<file path="src/rtl/dac_spi_rx.sv">
// dac_spi_rx: oversampling SPI (mode 0) receiver for the 16-bit DAC command
// frame. Frame = {ctrl[3:0], code[9:0], 2'bxx}, shifted in MSB first.
// Ports: clk, rst (async, active high); sclk, mosi, cs (async pins);
//        dac_code, ctrl (registered results), frame_valid, frame_err (1-clk
//        pulses), busy (high while a frame is being shifted).
module dac_spi_rx #(
  parameter logic [3:0]  CTRL_WRITE = 4'b0001,
  parameter int unsigned FRAME_BITS = 16
) (
  input  logic       clk,
  input  logic       rst,
  input  logic       sclk,
  input  logic       mosi,
  input  logic       cs,
  output logic [9:0] dac_code,
  output logic [3:0] ctrl,
  output logic       frame_valid,
  output logic       frame_err,
  output logic       busy
);

  typedef enum logic [1:0] {
    ARMWAIT,
    IDLE,
    SHIFT
  } state_t;

  localparam logic [4:0] FB = 5'(FRAME_BITS);

  logic sclk_s1_q, sclk_s2_q, sclk_s3_q;
  logic cs_s1_q, cs_s2_q, cs_s3_q;
  logic mosi_s1_q, mosi_s2_q, mosi_q;
  logic sclk_rise_q, cs_rise_q, cs_fall_q;

  state_t      state_q, state_d;
  logic [15:0] shreg_q, shreg_d;
  logic [4:0]  cnt_q, cnt_d;
  logic [1:0]  arm_q, arm_d;
  logic [9:0]  dac_q, dac_d;
  logic [3:0]  ctrl_q, ctrl_d;
  logic        valid_q, valid_d;
  logic        err_q, err_d;

  // Synchronisers plus registered edge pulses. mosi gets the same depth
  // as the sclk edge pulse so the sampled bit lines up with its edge.
  always_ff @(posedge clk or posedge rst) begin
    if (rst) begin
      sclk_s1_q   <= 1'b0;
      sclk_s2_q   <= 1'b0;
      sclk_s3_q   <= 1'b0;
      cs_s1_q     <= 1'b1;
      cs_s2_q     <= 1'b1;
      cs_s3_q     <= 1'b1;
      mosi_s1_q   <= 1'b0;
      mosi_s2_q   <= 1'b0;
      mosi_q      <= 1'b0;
      sclk_rise_q <= 1'b0;
      cs_rise_q   <= 1'b0;
      cs_fall_q   <= 1'b0;
    end else begin
      sclk_s1_q   <= sclk;
      sclk_s2_q   <= sclk_s1_q;
      sclk_s3_q   <= sclk_s2_q;
      cs_s1_q     <= cs;
      cs_s2_q     <= cs_s1_q;
      cs_s3_q     <= cs_s2_q;
      mosi_s1_q   <= mosi;
      mosi_s2_q   <= mosi_s1_q;
      mosi_q      <= mosi_s2_q;
      sclk_rise_q <= sclk_s2_q & ~sclk_s3_q;
      cs_rise_q   <= cs_s2_q & ~cs_s3_q;
      cs_fall_q   <= ~cs_s2_q & cs_s3_q;
    end
  end

  always_ff @(posedge clk or posedge rst) begin
    if (rst) begin
      state_q <= ARMWAIT;
      shreg_q <= '0;
      cnt_q   <= '0;
      arm_q   <= '0;
      dac_q   <= '0;
      ctrl_q  <= '0;
      valid_q <= 1'b0;
      err_q   <= 1'b0;
    end else begin
      state_q <= state_d;
      shreg_q <= shreg_d;
      cnt_q   <= cnt_d;
      arm_q   <= arm_d;
      dac_q   <= dac_d;
      ctrl_q  <= ctrl_d;
      valid_q <= valid_d;
      err_q   <= err_d;
    end
  end

  always_comb begin
    state_d = state_q;
    shreg_d = shreg_q;
    cnt_d   = cnt_q;
    dac_d   = dac_q;
    ctrl_d  = ctrl_q;
    valid_d = 1'b0;
    err_d   = 1'b0;
    arm_d   = (arm_q == 2'd3) ? arm_q : arm_q + 2'd1;
    unique case (state_q)
      // The cs chain resets high, so its reset value says nothing about
      // the pin. arm_q waits until the chain has really sampled cs.
      ARMWAIT: begin
        if (arm_q == 2'd3 && cs_s3_q) state_d = IDLE;
      end
      IDLE: begin
        if (cs_fall_q) begin
          state_d = SHIFT;
          shreg_d = '0;
          cnt_d   = '0;
        end
      end
      SHIFT: begin
        // cs rise has priority over a coincident sclk rise.
        if (cs_rise_q) begin
          state_d = IDLE;
          if (cnt_q != FB) begin
            err_d = 1'b1;
          end else if (shreg_q[15:12] == CTRL_WRITE) begin
            valid_d = 1'b1;
            dac_d   = shreg_q[11:2];
            ctrl_d  = shreg_q[15:12];
          end else begin
            err_d  = 1'b1;
            ctrl_d = shreg_q[15:12];
          end
        end else if (sclk_rise_q && !cs_s3_q) begin
          shreg_d = {shreg_q[14:0], mosi_q};
          if (cnt_q != 5'd31) cnt_d = cnt_q + 5'd1;
        end
      end
      default: state_d = ARMWAIT;
    endcase
  end

  assign dac_code    = dac_q;
  assign ctrl        = ctrl_q;
  assign frame_valid = valid_q;
  assign frame_err   = err_q;
  assign busy        = (state_q == SHIFT);

endmodule

</file>
<file path="config.mk">
export PLATFORM = sky130hd
export DESIGN_NAME = dac_spi_rx
export DESIGN_NICKNAME = d
export VERILOG_FILES = /design/src/rtl/dac_spi_rx.sv
export SDC_FILE = /design/constraint.sdc
export NUM_CORES = 1
export LEC_CHECK = 0
export ABC_CLOCK_PERIOD_IN_PS = 3480
export BUFFER_PORTS_ARGS = -buffer_cell sky130_fd_sc_hd__buf_2
export CAP_MARGIN = 25
export CORE_MARGIN = 2
export CORE_UTILIZATION = 42
export DETAILED_ROUTE_END_ITERATION = 8
export PLACE_DENSITY = 0.7
export SLEW_MARGIN = 5
export SYNTH_ARGS = -nofsm -noshare
export SYNTH_HDL_FRONTEND = slang
export SYNTH_SLANG_ARGS = --single-unit
export TNS_END_PERCENT = 100
</file>
<file path="constraint.sdc">
create_clock -name clk -period 3.48 [get_ports clk]
set_clock_uncertainty 0.15 [all_clocks]
set_input_delay 0.696 -clock clk [delete_from_list [all_inputs] [get_ports clk]]
set_output_delay 0.696 -clock clk [all_outputs]
set_load 0.005 [all_outputs]
</file>
Word-level counts from Yosys, hierarchy flattened
Index checks and enable logic that the tools add are counted.
{ "totals": {"reg_bits": 53, "latchBits": 0, "mem_bits_rw": 0, "mem_bits_ro": 0, "inputBits": 5, "out_inout_bits": 17, "wordCells": 72, "mem_count": 0} }
{ "op_classes": {"addsub": 2, "multipliers": 0, "n_div": 0, "magnitude_cmp": 0, "n_eq_ne": 12, "shift": 0, "muxes": 21, "bitwise_logic": 7, "n_reduce_logical": 10} }
{ "ops": {"columns": ["cell", "count"], "rows": [
  ["16-bit two-way mux", 3],
  ["16-bit case mux with 2 select lines", 1],
  ["5-bit two-way mux", 4],
  ["5-bit inequality test (second input constant)", 2],
  ["5-bit case mux with 2 select lines", 1],
  ["1-bit two-way mux", 8],
  ["4-bit AND reduction", 2],
  ["2-bit two-way mux", 3],
  ["2-bit by 1-bit inequality test with 1-bit output (second input constant)", 3],
  ["2-bit inequality test (second input constant)", 3],
  ["2-bit case mux with 3 select lines", 1],
  ["3-bit AND reduction", 2],
  ["5-bit by 1-bit adder with 5-bit output (second input constant)", 1],
  ["5-bit AND reduction", 1],
  ["2-bit == test (second input constant)", 2],
  ["4-bit by 1-bit == test with 1-bit output (second input constant)", 1],
  ["1-bit inverter", 4],
  ["1-bit AND", 3],
  ["2-bit by 1-bit adder with 2-bit output (second input constant)", 1],
  ["2-bit by 1-bit == test with 1-bit output (second input constant)", 1],
  ["1-bit logical AND", 2],
  ["2-bit zero test", 1],
  ["2-bit nonzero test", 1],
  ["1-bit zero test", 1]
]} }

Logic depth before layout (Yosys ltp)
Gate-level depths: netlist of run 1.
{ "depth": {"word_depth": 5, "depth_mapped": 6, "mapped_depth_nobuf": 6} }

Worst setup path after synthesis of run 1
OpenSTA, ideal clock, no wires.
{ "synth_timing": {"path_type": "flip-flop to flip-flop", "from": "register cnt_q[1]", "to": "register cnt_q[3]", "t_arrival_ns": 1.510, "t_required_ns": 3.206, "slack_ns": 1.696, "path_stages_with_launch": 7, "path_buffers": 0, "synth_period_minus_slack_ns": 1.784, "cell_sequence": "dfrtp_1 ha_1 and3_1 ha_1 nand4b_1 and3_1 a211o_1"} }
{ "synth_between": {"elab_chain_cells": 5, "elab_cells_between_ends": 8, "cone_classes": "1 x add/sub; 2 x eq/ne; 4 x mux; 1 x reduce/logical"} }
{ "synth_rtl": {"columns": ["item", "line_no", "text"], "rows": [
  ["start, declared", "37", "logic [4:0] cnt_q, cnt_d;"],
  ["start signal, assigned", "89", "cnt_q <= cnt_d;"],
  ["5-bit by 1-bit adder with 5-bit output", "136", "if (cnt_q != 5'd31) cnt_d = cnt_q + 5'd1;"],
  ["5-bit two-way mux", "136", null],
  ["5-bit two-way mux", "134", "end else if (sclk_rise_q && !cs_s3_q) begin"],
  ["5-bit two-way mux", "122", "if (cs_rise_q) begin"],
  ["5-bit case mux with 2 select lines", "107", "unique case (state_q)"]
]} }
Several ways; a longest one is shown, not always the timed one. The select of a mux whose other input is x is not followed.
A chain may end at the register's enable or synchronous reset.

Worst setup path after layout of run 1
{ "layout_timing": {"from": "register state_q[0]", "to": "output busy"} }
{ "layout_between": {"elab_chain_cells": 1} }
{ "layout_rtl": {"columns": ["item", "line_no", "text"], "rows": [
  ["start, declared", "35", "state_t state_q, state_d;"],
  ["start signal, assigned", "87", "state_q <= state_d;"],
  ["2-bit == test", "147", "assign busy = (state_q == SHIFT);"],
  ["end, declared", "19", "output logic busy"]
]} }
No other way between the ends.

==> results by stage, run 1 <==
Layout:
- Summing all multi-input logic gate instances after layout gives around 800 um^2.
- The area growth from synthesis to layout is 12.0%.
- Summing all flip-flop and latch instances after layout gives approximately 1300 um^2.
- The filler cell count is between 400 and 500.
- The total inserted antenna cells is 0.
- The fraction of final layout cells sized beyond drive strength 1 is 32.3%.
- The number of nets at the end of the flow is around 190.
- After routing the design area is ~2500 um^2.

Flow run:
- The number of maximum-capacitance violations is 0.

Synthesis:
- In this run, synthesis produced a sequential element count of 53.
- The net count of the mapped netlist is 174.
- The count of synthesis-stage warnings from yosys is 0.
- The share of synthesized area occupied by flip-flops and latches is about 60%.
- The synthesized area per cell is 13.5 um^2.
- The cell count after synthesis is approximately 170.
- The synthesized netlist occupies a cell area of approximately 2200 um^2.
- In the synthesized netlist the async set-or-reset flop fraction comes to 100%.
- Yosys mapped a number of flops with a built-in enable equal to 0.
- The most used flip-flop cell after synthesis is sky130_fd_sc_hd__dfrtp_1.
- The number of distinct library cell variants in the gate-level netlist after synthesis is 33.

CTS:
- TritonCTS built the clock tree.
- Counting along the longest clock path gives a buffer depth of 2.
- The total number of H-tree levels is 2.
- The clock input transition at the sequential cells of the worst setup and hold paths is about 0.090 ns.
- The later-pin clock latency in the skew report is 0.30 ns.
- The quantity of gates resized following cts is 0.
- The clock drives 53 sinks.
- The TritonCTS buffer count is 5.
- The number of setup buffers added after CTS is 0.
- For this design, the CTS-stage hold fixing added 0 buffers.
- Clock tree synthesis selected as its root buffer the cell sky130_fd_sc_hd__clkbuf_8.

Route:
- The iteration-0 DRC count of the detailed router is 106.
- The detailed-route wire length is between 3000 and 4000 um.
- For this run, design rule violations remaining after detail routing come to 0.
- Dividing the detail-routed via count by the number of cells gives ~5.0.
- The detail-routed net length per standard cell is about 14 um.
- The count of nets left with antenna violations after detail routing is 0.
- For this run, the detailed router's first-pass iteration total came to 4.
- The final route contains between 1000 and 1500 vias.

STA:
- The final setup TNS is 0 ns.
- The final hold violation count is 0.
- The final-report setup violation count is 0.
- The final critical-path share of the clock period is a little over two thirds.
- Setup repair after global routing left no endpoint under its margin.
- The minimum clock period is approximately 2.4 ns.
- For the pin with the worst max-slew slack, the measured transition is 0.930 ns.
- The max-slew violation count came to 0.
- The normalized max-slew margin is 38.0%.
- The peak clock frequency supported by timing is around 0.41 GHz.

Power and ir drop:
- For this design the ratio of total power to cell area is approximately 470 nW/um^2.
- In this run, the clock network consumes a little over a third of the power.
- The peak supply drop is 0.000248 V.
- The power spent charging and discharging nets is between 0.0002 and 0.0003 W.
- The analysis attributes to cell leakage a power of approximately 1.2 nW.
- Internal power comes to ~0.0009 W.
- The combinational share of power is between 8 and 9%.
- The sequential share of power is a little under three fifths.
- The switching part of the total is between 20 and 25%.

Worst setup path:
- The worst setup path is captured at a primary output.
- In this run the worst path has a maximum fanout of 19.
- The register-to-register setup slack is between 1 and 1.5 ns.
- At the worst endpoint, the arrival time is 1.57 ns.
- The critical path start-end classification is register to primary output.
- The required time of the worst setup path is approximately 2.6 ns.
- The worst setup path is launched from a register.

Global routing:
- The residual overflow from global routing is 0.
- The largest net degree at the start of global routing is 30.
- For this run, the total global-route usage over all layers was measured as between 10% and 20%.
- The global-route wire length before repair is about 6300 um.
- The number of global-route vias before repair is between 1000 and 1500.
- The number of antenna violations at the first check in global routing is 0.

Status:
- The run finished with clean final reports.

Die:
- For this configuration, the core starts out at a cell density of a little over two fifths.
- The total number of placement rows is 26.
- The floorplan core area is ~5100 um^2.
- The die width is roughly 77 um.
- The I/O pin count is 22.
- The area enclosed by the die boundary is between 5000 and 6000 um^2.
- The floorplan die height is between 70 and 80 um.

Hold path:
- The path class of the tightest hold or removal check is register to register.

Place:
- The HPWL after detailed placement is 2370 um.
- The weighted congestion reported at the end of routability-driven placement is between 0.7 and 0.8.
- The instance area after placement is approximately 2400 um^2.
- The number of port buffers is 21.
-- state kept, by name (all words and copies together) (netlist names) --
name         count
sclk_rise_q      1
mosi_s2_q        1
cs_s2_q          1
sclk_s3_q        1
frame_valid      1
state_q          2
cnt_q            5
mosi_s1_q        1
cs_s3_q          1
sclk_s1_q        1
sclk_s2_q        1
shreg_q         16
cs_rise_q        1
arm_q            2
cs_s1_q          1
ctrl             4
frame_err        1
dac_code        10
cs_fall_q        1
mosi_q           1
-- power groups by stage --
stage	Combinational [W]	Clock, W	Sequential (W)
2_1_floorplan	0.0000892	0	0.000663
3_3_place_gp	0.0000972	0	0.000668
3_5_place_dp	0.000102	0	0.000670
4_1_cts	0.000102	0.000434	0.000658
5_1_grt	0.000114	0.000457	0.000661
6_report	0.000101	0.000423	0.000658
-- metrics by stage --
step | util (%) | total power, W | std cells | worst slack [ns] | hold slack (ns)
3_3_place_gp | 46.1 | 0.000765 | 247 | 1.34 | 0.182
3_5_place_dp | 46.5 | 0.000772 | 248 | 1.28 | 0.186
4_1_cts | 48.8 | 0.00119 | 256 | 1.05 | 0.206
6_report | 48.8 | 0.00118 | 256 | 1.06 | 0.203
5_1_grt | 48.8 | 0.00123 | 256 | 0.983 | 0.213
2_1_floorplan | - | 0.000752 | 165 | 1.35 | 0.181
-- final timing paths --
kind / startpoint / end / cells after the start
setup / recovery: state_q[0]$_DFFE_PP0P_ / busy / 2
hold / removal: sclk_s1_q$_DFF_PP0_ / sclk_s2_q$_DFF_PP0_ / 0
setup reg to reg: state_q[0]$_DFFE_PP0P_ / dac_code[4]$_DFFE_PP0P_ / 3
hold reg to reg: sclk_s1_q$_DFF_PP0_ / sclk_s2_q$_DFF_PP0_ / 0
max in group asynchronous: rst / cs_s2_q$_DFF_PP1_ / 3
min in group asynchronous: rst / shreg_q[13]$_DFFE_PP0P_ / 2
-- cell usage in the layout (no fill, tap or decap), types with 4 or more instances in the layout --
cell type	n
sky130_fd_sc_hd__buf_2	21
sky130_fd_sc_hd__o21ai_0	4
sky130_fd_sc_hd__dfrtp_1	50
sky130_fd_sc_hd__inv_1	13
sky130_fd_sc_hd__ha_1	4
sky130_fd_sc_hd__o31ai_2	7
sky130_fd_sc_hd__mux2_2	16
sky130_fd_sc_hd__mux2i_1	7
sky130_fd_sc_hd__nand2_1	11
sky130_fd_sc_hd__clkbuf_8	6
sky130_fd_sc_hd__o211ai_1	13
-- kinds of logic (layout without fill, tap and decap cells) --
kind of cell / after synthesis / count (layout) / synth area share, %
adders and majority gates: 4 / 4 / 2.25
AOI/OAI and AO/OA: 30 / 30 / 11.3
muxes: 23 / 23 / 11.3
buffers and inverters: 23 / 44 / 5.12
DFF: 53 / 53 / 59.8
xor gates and xnor gates: 1 / 1 / 0.394
and+or+nand+nor: 31 / 31 / 9.85
-- synth_stat cells, types with 2 or more instances --
cell	number	area [um^2]
sky130_fd_sc_hd__o31ai_2	7	87.6
sky130_fd_sc_hd__nand2_1	11	41.3
sky130_fd_sc_hd__nand3_1	3	15.0
sky130_fd_sc_hd__dfrtp_1	50	1250
sky130_fd_sc_hd__mux2i_1	7	70.1
sky130_fd_sc_hd__nor4_1	2	12.5
sky130_fd_sc_hd__clkbuf_1	4	15.0
sky130_fd_sc_hd__inv_1	14	52.6
sky130_fd_sc_hd__a211o_1	2	17.5
sky130_fd_sc_hd__ha_1	4	50.1
sky130_fd_sc_hd__buf_6	3	33.8
sky130_fd_sc_hd__dfstp_2	3	78.8
sky130_fd_sc_hd__o21ai_0	4	20.0
sky130_fd_sc_hd__and3_1	3	18.8
sky130_fd_sc_hd__mux2_2	16	180
sky130_fd_sc_hd__nor2b_1	3	18.8
sky130_fd_sc_hd__o211ai_1	13	97.6
-- cell type report --
| cell class | count | area share [%] |
|---|---|---|
| Clock inverter | 1 | 1.21 |
| Clock buffer | 7 | 3.47 |
| Tap cell | 70 | 3.52 |
| Timing Repair Buffer | 22 | 5.02 |
| Inverter | 14 | 2.11 |
| Multi-Input combinational cell | 89 | 31.3 |
| Sequential cell | 53 | 53.4 |
-- metal layers --
layer  vias to the layer above  GRT usage, %  routed length (um)
met4                         0          6.00                  47
met5                         -             0                   0
met3                         5          3.65                 100
met1                       632          19.0                1770
met2                        16          19.5                1550
li1                        623             -                   -
-- worst max-delay path, stage by stage (launching register included) --
cell and delay [ns]:
sky130_fd_sc_hd__dfrtp_1 0.42, sky130_fd_sc_hd__and2b_1 0.63, sky130_fd_sc_hd__buf_2 0.23
No activity file was read; power rests on OpenSTA's default activity.
==> inputs of run 2 (changes only) <==
- ABC_AREA: not set -> 1
- ABC_CLOCK_PERIOD_IN_PS: 3480 -> 2500
- clock period: 3.48 -> 2.5 ns (I/O delays scaled with it)
==> run 2 against run 1 <==
Net effect: combinational power up 110%; clock power up 38%; synthesized area fell by 5.0%; hold slack lost 0.053 ns; sequential cell count unchanged; die area is 4.8% lower; critical endpoint unchanged; largest power group unchanged.
==> results by stage, run 2 <==
Status:
- The run finished with clean final reports.

Synthesis:
- Yosys printed 0 warnings.
- The cell count after synthesis is 218.
- Yosys mapped a number of flops with a built-in enable equal to 0.
- The area fraction of the dominant cell type after synthesis is 59.2%.
- Synthesis inferred 53 register bits.
- The cell area that synthesis handed to floorplanning was around 2100 um^2.
- Sequential elements use between 60% and 70% of the synthesized area.
- The share of flip-flops with an asynchronous set or reset after synthesis is 100%.
- The number of nets in the synthesized netlist is approximately 230.
- After synthesis, the cell types taking the most area are sky130_fd_sc_hd__dfrtp_1, sky130_fd_sc_hd__nand2_1, sky130_fd_sc_hd__o21ai_1.
- A synthesized cell averages 9.69 um^2.
- The number of different library cells used by synthesis comes to 23.
- The most common flop cell mapped by yosys is sky130_fd_sc_hd__dfrtp_1.
- The synthesized design spends more area on one cell type than any other, namely sky130_fd_sc_hd__dfrtp_1.
- The commonest cells after synthesis are sky130_fd_sc_hd__nand2_1, sky130_fd_sc_hd__dfrtp_1, sky130_fd_sc_hd__o21ai_1, sky130_fd_sc_hd__nand3_1, sky130_fd_sc_hd__inv_1.
- The most common cell in the synthesized netlist is sky130_fd_sc_hd__nand2_1.

STA:
- Setup repair after global routing left no endpoint under its margin.
- Final hold analysis gives a worst-case slack of 0.150 ns.
- The normalized max-slew margin is roughly 57%.
- After routing, the total negative slack on setup checks comes to 0 ns.
- Static timing analysis puts the maximum clock frequency at between 0.4 and 0.5 GHz.
- For the finished layout, the period the worst path requires is between 2 and 2.5 ns.
- The slew at the pin closest to its max-slew limit is between 0.6 and 0.7 ns.
- The final hold violation count was 0.
- The max-slew violation count is 0.
- The worst path uses around 80% of the clock period.
- The final-report setup violation count is 0.

CTS:
- Clock tree synthesis inserted a total of 5 buffers.
- The number of buffers added for setup after CTS is 0.
- The cell at the root of the clock tree is sky130_fd_sc_hd__clkbuf_8.
- The H-tree was split into 2 levels.
- The quantity of gates resized following cts is 0.
- The count of hold-fix buffers inserted at cts is 0.
- The clock drives 53 sinks.
- The maximum clock insertion buffer count is 2.
- After clock tree synthesis, the clock-pin slew on the worst setup and hold paths is 0.08 ns.
- At the later pin of the worst-skew pair, clock insertion delay measures between 0.2 and 0.3 ns.
- The clock tree from TritonCTS is yes.

Worst setup path:
- Walking the worst path, the cells encountered are nor2_8 > buf_4 > buf_2.
- The depth of the worst register-to-register path is 6.
- The cell family with the largest share of critical-path delay is flip-flops.
- In this run the register-to-register setup slack is about 0.7 ns.
- The worst setup path is captured at a primary output.
- The number of buffers and inverters on the critical path is 2.
- The worst register-to-register path begins at state_q[0]$_DFFE_PP0P_.
- The critical path start-end classification is register to primary output.
- The critical path's slowest cell is sky130_fd_sc_hd__dfrtp_1.
- The terminus of the critical flop-to-flop path is dac_code[6]$_DFFE_PP0P_.
- At the worst endpoint, the required time is 1.85 ns.
- Along the worst path, the maximum fanout reaches 15.
- For this run, the slowest stage of the critical path takes between 0.4 and 0.5 ns.
- STA classifies the critical path startpoint as a register.
- Data arrives at the worst endpoint at 1.36 ns.

Place:
- The weighted congestion reported at the end of routability-driven placement is approximately 0.78.
- The post-placement cell count is 300.
- The instance area after placement is between 2000 and 2500 um^2.
- Port buffering added 21 buffers.
- Once detailed placement completed, the half-perimeter wirelength came to 2160 um.

Layout:
- Leaving out fill and tap cells, the most frequent cell in the layout is sky130_fd_sc_hd__nand2_1.
- The library cells used most frequently in the layout, excluding fill and tap cells, are sky130_fd_sc_hd__nand2_1, sky130_fd_sc_hd__dfrtp_1, sky130_fd_sc_hd__o21ai_1.
- The register with the most flip-flops in the layout has 16 of them.
- Summing all multi-input logic gate instances after layout gives 678 um^2.
- The number of nets at the end of the flow is around 250.
- The area occupied by registers is 1330 um^2.
- Counting flops per register, the top entry is shreg_q.
- The layout overhead on the synthesized area is 12.7%.
- The count of placed standard cells in the final layout, fillers left out is 308.
- The fraction of final layout cells sized beyond drive strength 1 is 19.1%.
- The layout has roughly 450 filler cells.
- The total inserted antenna cells is 0.
- The final design area excluding fillers is 2380 um^2.

Hold path:
- The path with the worst hold slack has its endpoint at cs_s1_q$_DFF_PP1_.
- The worst hold path stage count is 1.
- The start point of the worst hold path is cs.
- The path type of the worst min-delay path is primary input to register.

Die:
- The floorplan die height is ~75 um.
- The total number of placement rows is 25.
- The floorplan step defined a die boundary enclosing about 5600 um^2.
- The die width is 74.9 um.
- The I/O pin count is 22.
- The floorplan core area is 4790 um^2.
- The initial core utilization is between 40% and 50%.

Route:
- The detail-routed net length per standard cell is about 11 um.
- The detail route stage leaves a number of antenna-violating nets equal to 0.
- The via count normalized by instance count is approximately 4.6.
- The via total after detailed routing is between 1000 and 1500.
- In the routed design, unresolved DRC markers number 0.
- The first TritonRoute pass finished after 4 iterations.
- After the first detailed-routing iteration, the DRC count stood at a little under 80.
- The detailed-route wire length is 3290 um.

Global routing:
- The number of global-route vias before repair came to roughly 1300.
- The largest net degree at the start of global routing is 54.
- The number of antenna violations at the first check in global routing is 0.
- After global routing the overflow that remains totals 0.
- The first global-routing pass estimated about 5700 um of wire.
- Global routing used between 10% and 20% of the available tracks across all layers.

Flow run:
- The number of maximum-capacitance violations is 0.

Power and ir drop:
- In this run the power density over the cells is 727 nW/um^2.
- VDD sags by at most approximately 0.00052 V.
- In this run the static leakage power is ~1.2 nW.
-- run 2: logic make-up after synthesis --
logic type	count (synthesis)	share of synthesized area (%)
multiplexers	1	0.533
AO/OA/AOI/OAI	24	5.69
AND/OR/NAND/NOR	113	23.1
flip-flops	53	63.0
buffers and inverters	22	4.92
XOR/XNOR	1	0.415
adder cells (fa/ha/maj)	4	2.37
-- run 2: how the worst max path moves through the flow --
stage,slack [ns],from,depth (start not counted),endpoint
3_3_place_gp,0.75,state_q[0]$_DFFE_PP0P_,6,dac_code[6]$_DFFE_PP0P_
5_1_grt,0.42,state_q[0]$_DFFE_PP0P_,3,busy
4_1_cts,0.48,state_q[0]$_DFFE_PP0P_,3,busy
2_1_floorplan,0.57,rst,1,arm_q[0]$_DFFE_PP0P_
3_5_place_dp,0.70,state_q[0]$_DFFE_PP0P_,6,dac_code[6]$_DFFE_PP0P_
6_report,0.49,state_q[0]$_DFFE_PP0P_,3,busy
-- run 2: area by class of cell --
cell class | count | area share (%)
Clock buffer | 7 | 3.63
Clock inverter | 1 | 1.26
Inverter | 14 | 2.21
Multi-Input combinational cell | 143 | 28.5
Sequential cell | 53 | 55.9
Tap cell | 67 | 3.52
Timing Repair Buffer | 23 | 5.04
-- run 2: per-stage QoR --
| stage | util (%) | setup WS [ns] | power [W] |
|---|---|---|---|
| after floorplan | - | 0.569 | 0.00113 |
| after global routing | 49.8 | 0.417 | 0.00182 |
| after global placement | 47.3 | 0.753 | 0.00116 |
| after detailed placement | 47.3 | 0.696 | 0.00116 |
| after CTS | 49.8 | 0.475 | 0.00175 |
| final | 49.8 | 0.490 | 0.00173 |
-- run 2: metal layers --
| layer | up-vias | wire length, um | part of all wire, % | GRT usage, % |
|---|---|---|---|---|
| li1 | 730 | - | - | - |
| met1 | 665 | 1650 | 50 | 18.3 |
| met2 | 23 | 1520 | 46 | 20.0 |
| met3 | 0 | 121 | 3.7 | 3.35 |
| met4 | 0 | 0 | 0 | 4.17 |
| met5 | - | 0 | 0 | 0 |
-- run 2: power breakdown --
part	switching [W]	internal [W]	leakage [nW]	total (W)
Clock	0.000258	0.000326	0.0585	0.000584
Combinational	0.000159	0.0000536	0.431	0.000213
Sequential	0.0000399	0.000895	0.699	0.000935
==> inputs of run 3 (changes only) <==
- ABC_AREA: 1 -> 0
- ABC_CLOCK_PERIOD_IN_PS: 2500 -> 1700
- PLACE_DENSITY: 0.7 -> 0.72
- clock period: 2.5 -> 1.7 ns (I/O delays scaled with it)
==> run 3 against run 2 <==
Net effect: the flow now finishes with violations (setup timing); register-to-register slack lost 0.78 ns; global-route usage grew 2.0 points; routed wire length grew 23%; hold slack gained 0.054 ns; largest cell class unchanged; first-iteration DRC count shrank 27%; final area grew 18%.
==> results by stage, run 3 (synthesis results as in run 1) <==
Die:
- Measured along the y axis, the die boundary spans between 70 and 80 um.
- The die width is 76.8 um.
- The core region is 5110 um^2.
- The I/O pin count is 22.
- The area enclosed by the die boundary is ~5900 um^2.
- The initialized floorplan defines 26 standard-cell rows.
- The initial core utilization is between 40% and 50%.

STA:
- The max-slew violation count was 0.
- The final hold violation count is 0.
- The final setup TNS is -0.592 ns.
- Headroom to the max-slew limit came out at 68.4%.
- The peak clock frequency supported by timing is 0.564 GHz.
- Dividing the final minimum period by the clock period gives 104%.
- Setup slack on the critical path of the routed design comes to -0.0719 ns.
- The slew at the pin closest to its max-slew limit is roughly 0.47 ns.
- The final-report setup violation count is 13.
- Setup repair after global routing could not meet its margin everywhere.
- For the finished layout, the period the worst path requires is 1.77 ns.

Route:
- Using the TritonRoute via totals, the vias-per-cell ratio works out to between 5 and 6.
- Wires add up to ~4000 um.
- The detailed router placed ~1500 vias in this run.
- The detail-routed net length per standard cell is approximately 14 um.
- The pre-antenna-repair detailed-routing pass consisted of 4 iterations.
- The iteration-0 DRC count of the detailed router is 57.
- The total DRC errors in the routed layout is 0.
- In this run the remaining antenna-violating nets after routing total 0.

CTS:
- The number of sinks driven by the clock tree is 53.
- After clock tree synthesis, the clock-pin slew on the worst setup and hold paths is approximately 0.090 ns.
- The total number of H-tree levels is 2.
- Clock latency on the worst-skew pair, taken at its later pin, is roughly 0.31 ns.
- The TritonCTS buffer count is 5.
- The root buffer cell chosen for the clock tree is sky130_fd_sc_hd__clkbuf_8.
- TritonCTS built the clock tree.
- The maximum clock insertion buffer count is 2.

Hold path:
- In this run the most critical hold path is launched from mosi_s2_q$_DFF_PP0_.
- The min-delay analysis places its worst path in the category register to register.

Global routing:
- Global routing used ~15% of the available tracks.
- The number of antenna violations at the first check in global routing came to 0.
- The first global-routing pass estimated ~7000 um of wire.
- The number of global-route vias before repair is 1484.
- The residual overflow from global routing is 0.
- The largest net degree at the start of global routing is 21.

Layout:
- The register with the most flip-flops in the final layout is shreg_q.
- The most common library cell in the layout ignoring fill and taps is sky130_fd_sc_hd__dfrtp_1.
- The area taken by multi-input logic gates is between 800 and 900 um^2.
- The post-layout utilization of the core is between 50% and 60%.
- In the layout the commonest cells are sky130_fd_sc_hd__dfrtp_1, sky130_fd_sc_hd__buf_4, sky130_fd_sc_hd__buf_2.
- The total inserted antenna cells is 0.
- The number of nets at the end of the flow is 225.
- The filler cells instantiated in the layout total about 420.
- Relative to the synthesized area, the layout overhead comes to 26.7%.
- The area occupied by registers is approximately 1300 um^2.
- The register with the most flip-flops in the layout has 16 of them.
- The post-route netlist has a little under half of its cells at a drive strength greater than 1.

Status:
- The run finished, with violations left.
- The checks that failed: setup timing.

Worst setup path:
- In this run the critical register-to-register path is launched from cnt_q[0]$_DFFE_PP0P_.
- The worst-path maximum fanout is 4.
- STA classifies the critical path endpoint as a register.
- The critical path starts at cnt_q[0]$_DFFE_PP0P_.
- The critical path start-end classification is register to register.
- STA puts the critical path data arrival time at about 1.9 ns.
- For the worst setup path, the data required time is between 1.5 and 2 ns.
- For flop-to-flop paths, the worst setup slack is -0.07 ns.
- The worst setup path is launched from a register.

Flow run:
- Max-cap violations in this run came to 0.

Power and ir drop:
- Summed over all cells, the static leakage comes to between 1 and 1.5 nW.
- The power density normalized to cell area is 857 nW/um^2.
- The peak supply drop is 0.000587 V.

Place:
- The number of port buffers is 21.
- The wire-length estimate of the detail-placed layout is around 2600 um.
- The weighted congestion reported at the end of routability-driven placement is between 0.7 and 0.8.
-- run 3: cell count changes in the layout (fill, tap and decap cells not counted), sizes merged, moves of 10 or more --
cell    previous run  this run
buf               23        49
mux2               1        16
nand2             83        11
nand3             18         3
nor2              10         0
o211ai             0        13
o21ai             23         4
-- run 3: repair_timing --
item / in CTS / in global routing
setup buffers: 6 / 2
resized for setup: 12 / 6
pin swaps: 4 / 2
setup endpoints to repair: 20 / 25
hold buffers: 4 / 0
endpoints found under the hold margin: 16 / 0
-- run 3: path summary, 6_finish.rpt --
path                                            to  cells past startpoint
hold / removal                    mosi_q$_DFF_PP0_                      0
setup reg to reg              cnt_q[3]$_DFFE_PP0P_                      7
hold reg to reg                   mosi_q$_DFF_PP0_                      0
min in group asynchronous      sclk_s1_q$_DFF_PP0_                      3
setup / recovery              cnt_q[3]$_DFFE_PP0P_                      7
max in group asynchronous  dac_code[6]$_DFFE_PP0P_                      4
-- run 3: stage by stage --
stage | hold slack, ns | total power (W) | worst slack (ns) | instances | area (um^2)
4_1_cts | 0.206 | 0.00240 | -0.0515 | 286 | 2780
2_1_floorplan | 0.181 | 0.00154 | -0.0316 | 165 | 2230
3_3_place_gp | 0.182 | 0.00164 | -0.0544 | 268 | 2550
5_1_grt | 0.214 | 0.00253 | -0.123 | 287 | 2820
6_report | 0.204 | 0.00241 | -0.0719 | 287 | 2820
3_5_place_dp | 0.185 | 0.00165 | -0.109 | 268 | 2550
-- run 3: final cells by class --
| cell class | count | share of cell area (%) |
|---|---|---|
| flip-flops and latches | 53 | 47.2 |
| clock buffers | 6 | 2.58 |
| multi-input cells | 89 | 30.5 |
| inverters | 14 | 2.00 |
| well taps | 70 | 3.11 |
| clock inverters | 2 | 0.489 |
| repair buffers | 53 | 14.1 |
-- run 3: report_power, final --
part           switching [W]  leakage [nW]  internal (W)  total [W]
Combinational       0.000187         0.625      0.000183   0.000371
Sequential         0.0000377         0.699       0.00131    0.00134
Clock               0.000406        0.0456      0.000294   0.000700
Total               0.000631          1.37       0.00178    0.00241
-- run 3: metal layers --
| layer | part of all wire [%] | up-vias | routed length (um) | track usage (%) |
|---|---|---|---|---|
| met5 | 0 | - | 0 | 0 |
| met4 | 1.1 | 0 | 44 | 4.73 |
| met3 | 4.4 | 6 | 178 | 3.76 |
| met2 | 50 | 39 | 2010 | 24.9 |
| met1 | 45 | 728 | 1800 | 19.5 |
| li1 | - | 683 | - | - |
-- run 3: critical path: stages, from the launching register on --
cell	delay, ns
sky130_fd_sc_hd__dfrtp_1	0.42
sky130_fd_sc_hd__ha_2	0.19
sky130_fd_sc_hd__and3_4	0.15
sky130_fd_sc_hd__ha_4	0.17
sky130_fd_sc_hd__nand4b_1	0.18
sky130_fd_sc_hd__buf_4	0.14
sky130_fd_sc_hd__nor4_1	0.18
sky130_fd_sc_hd__a211o_1	0.14
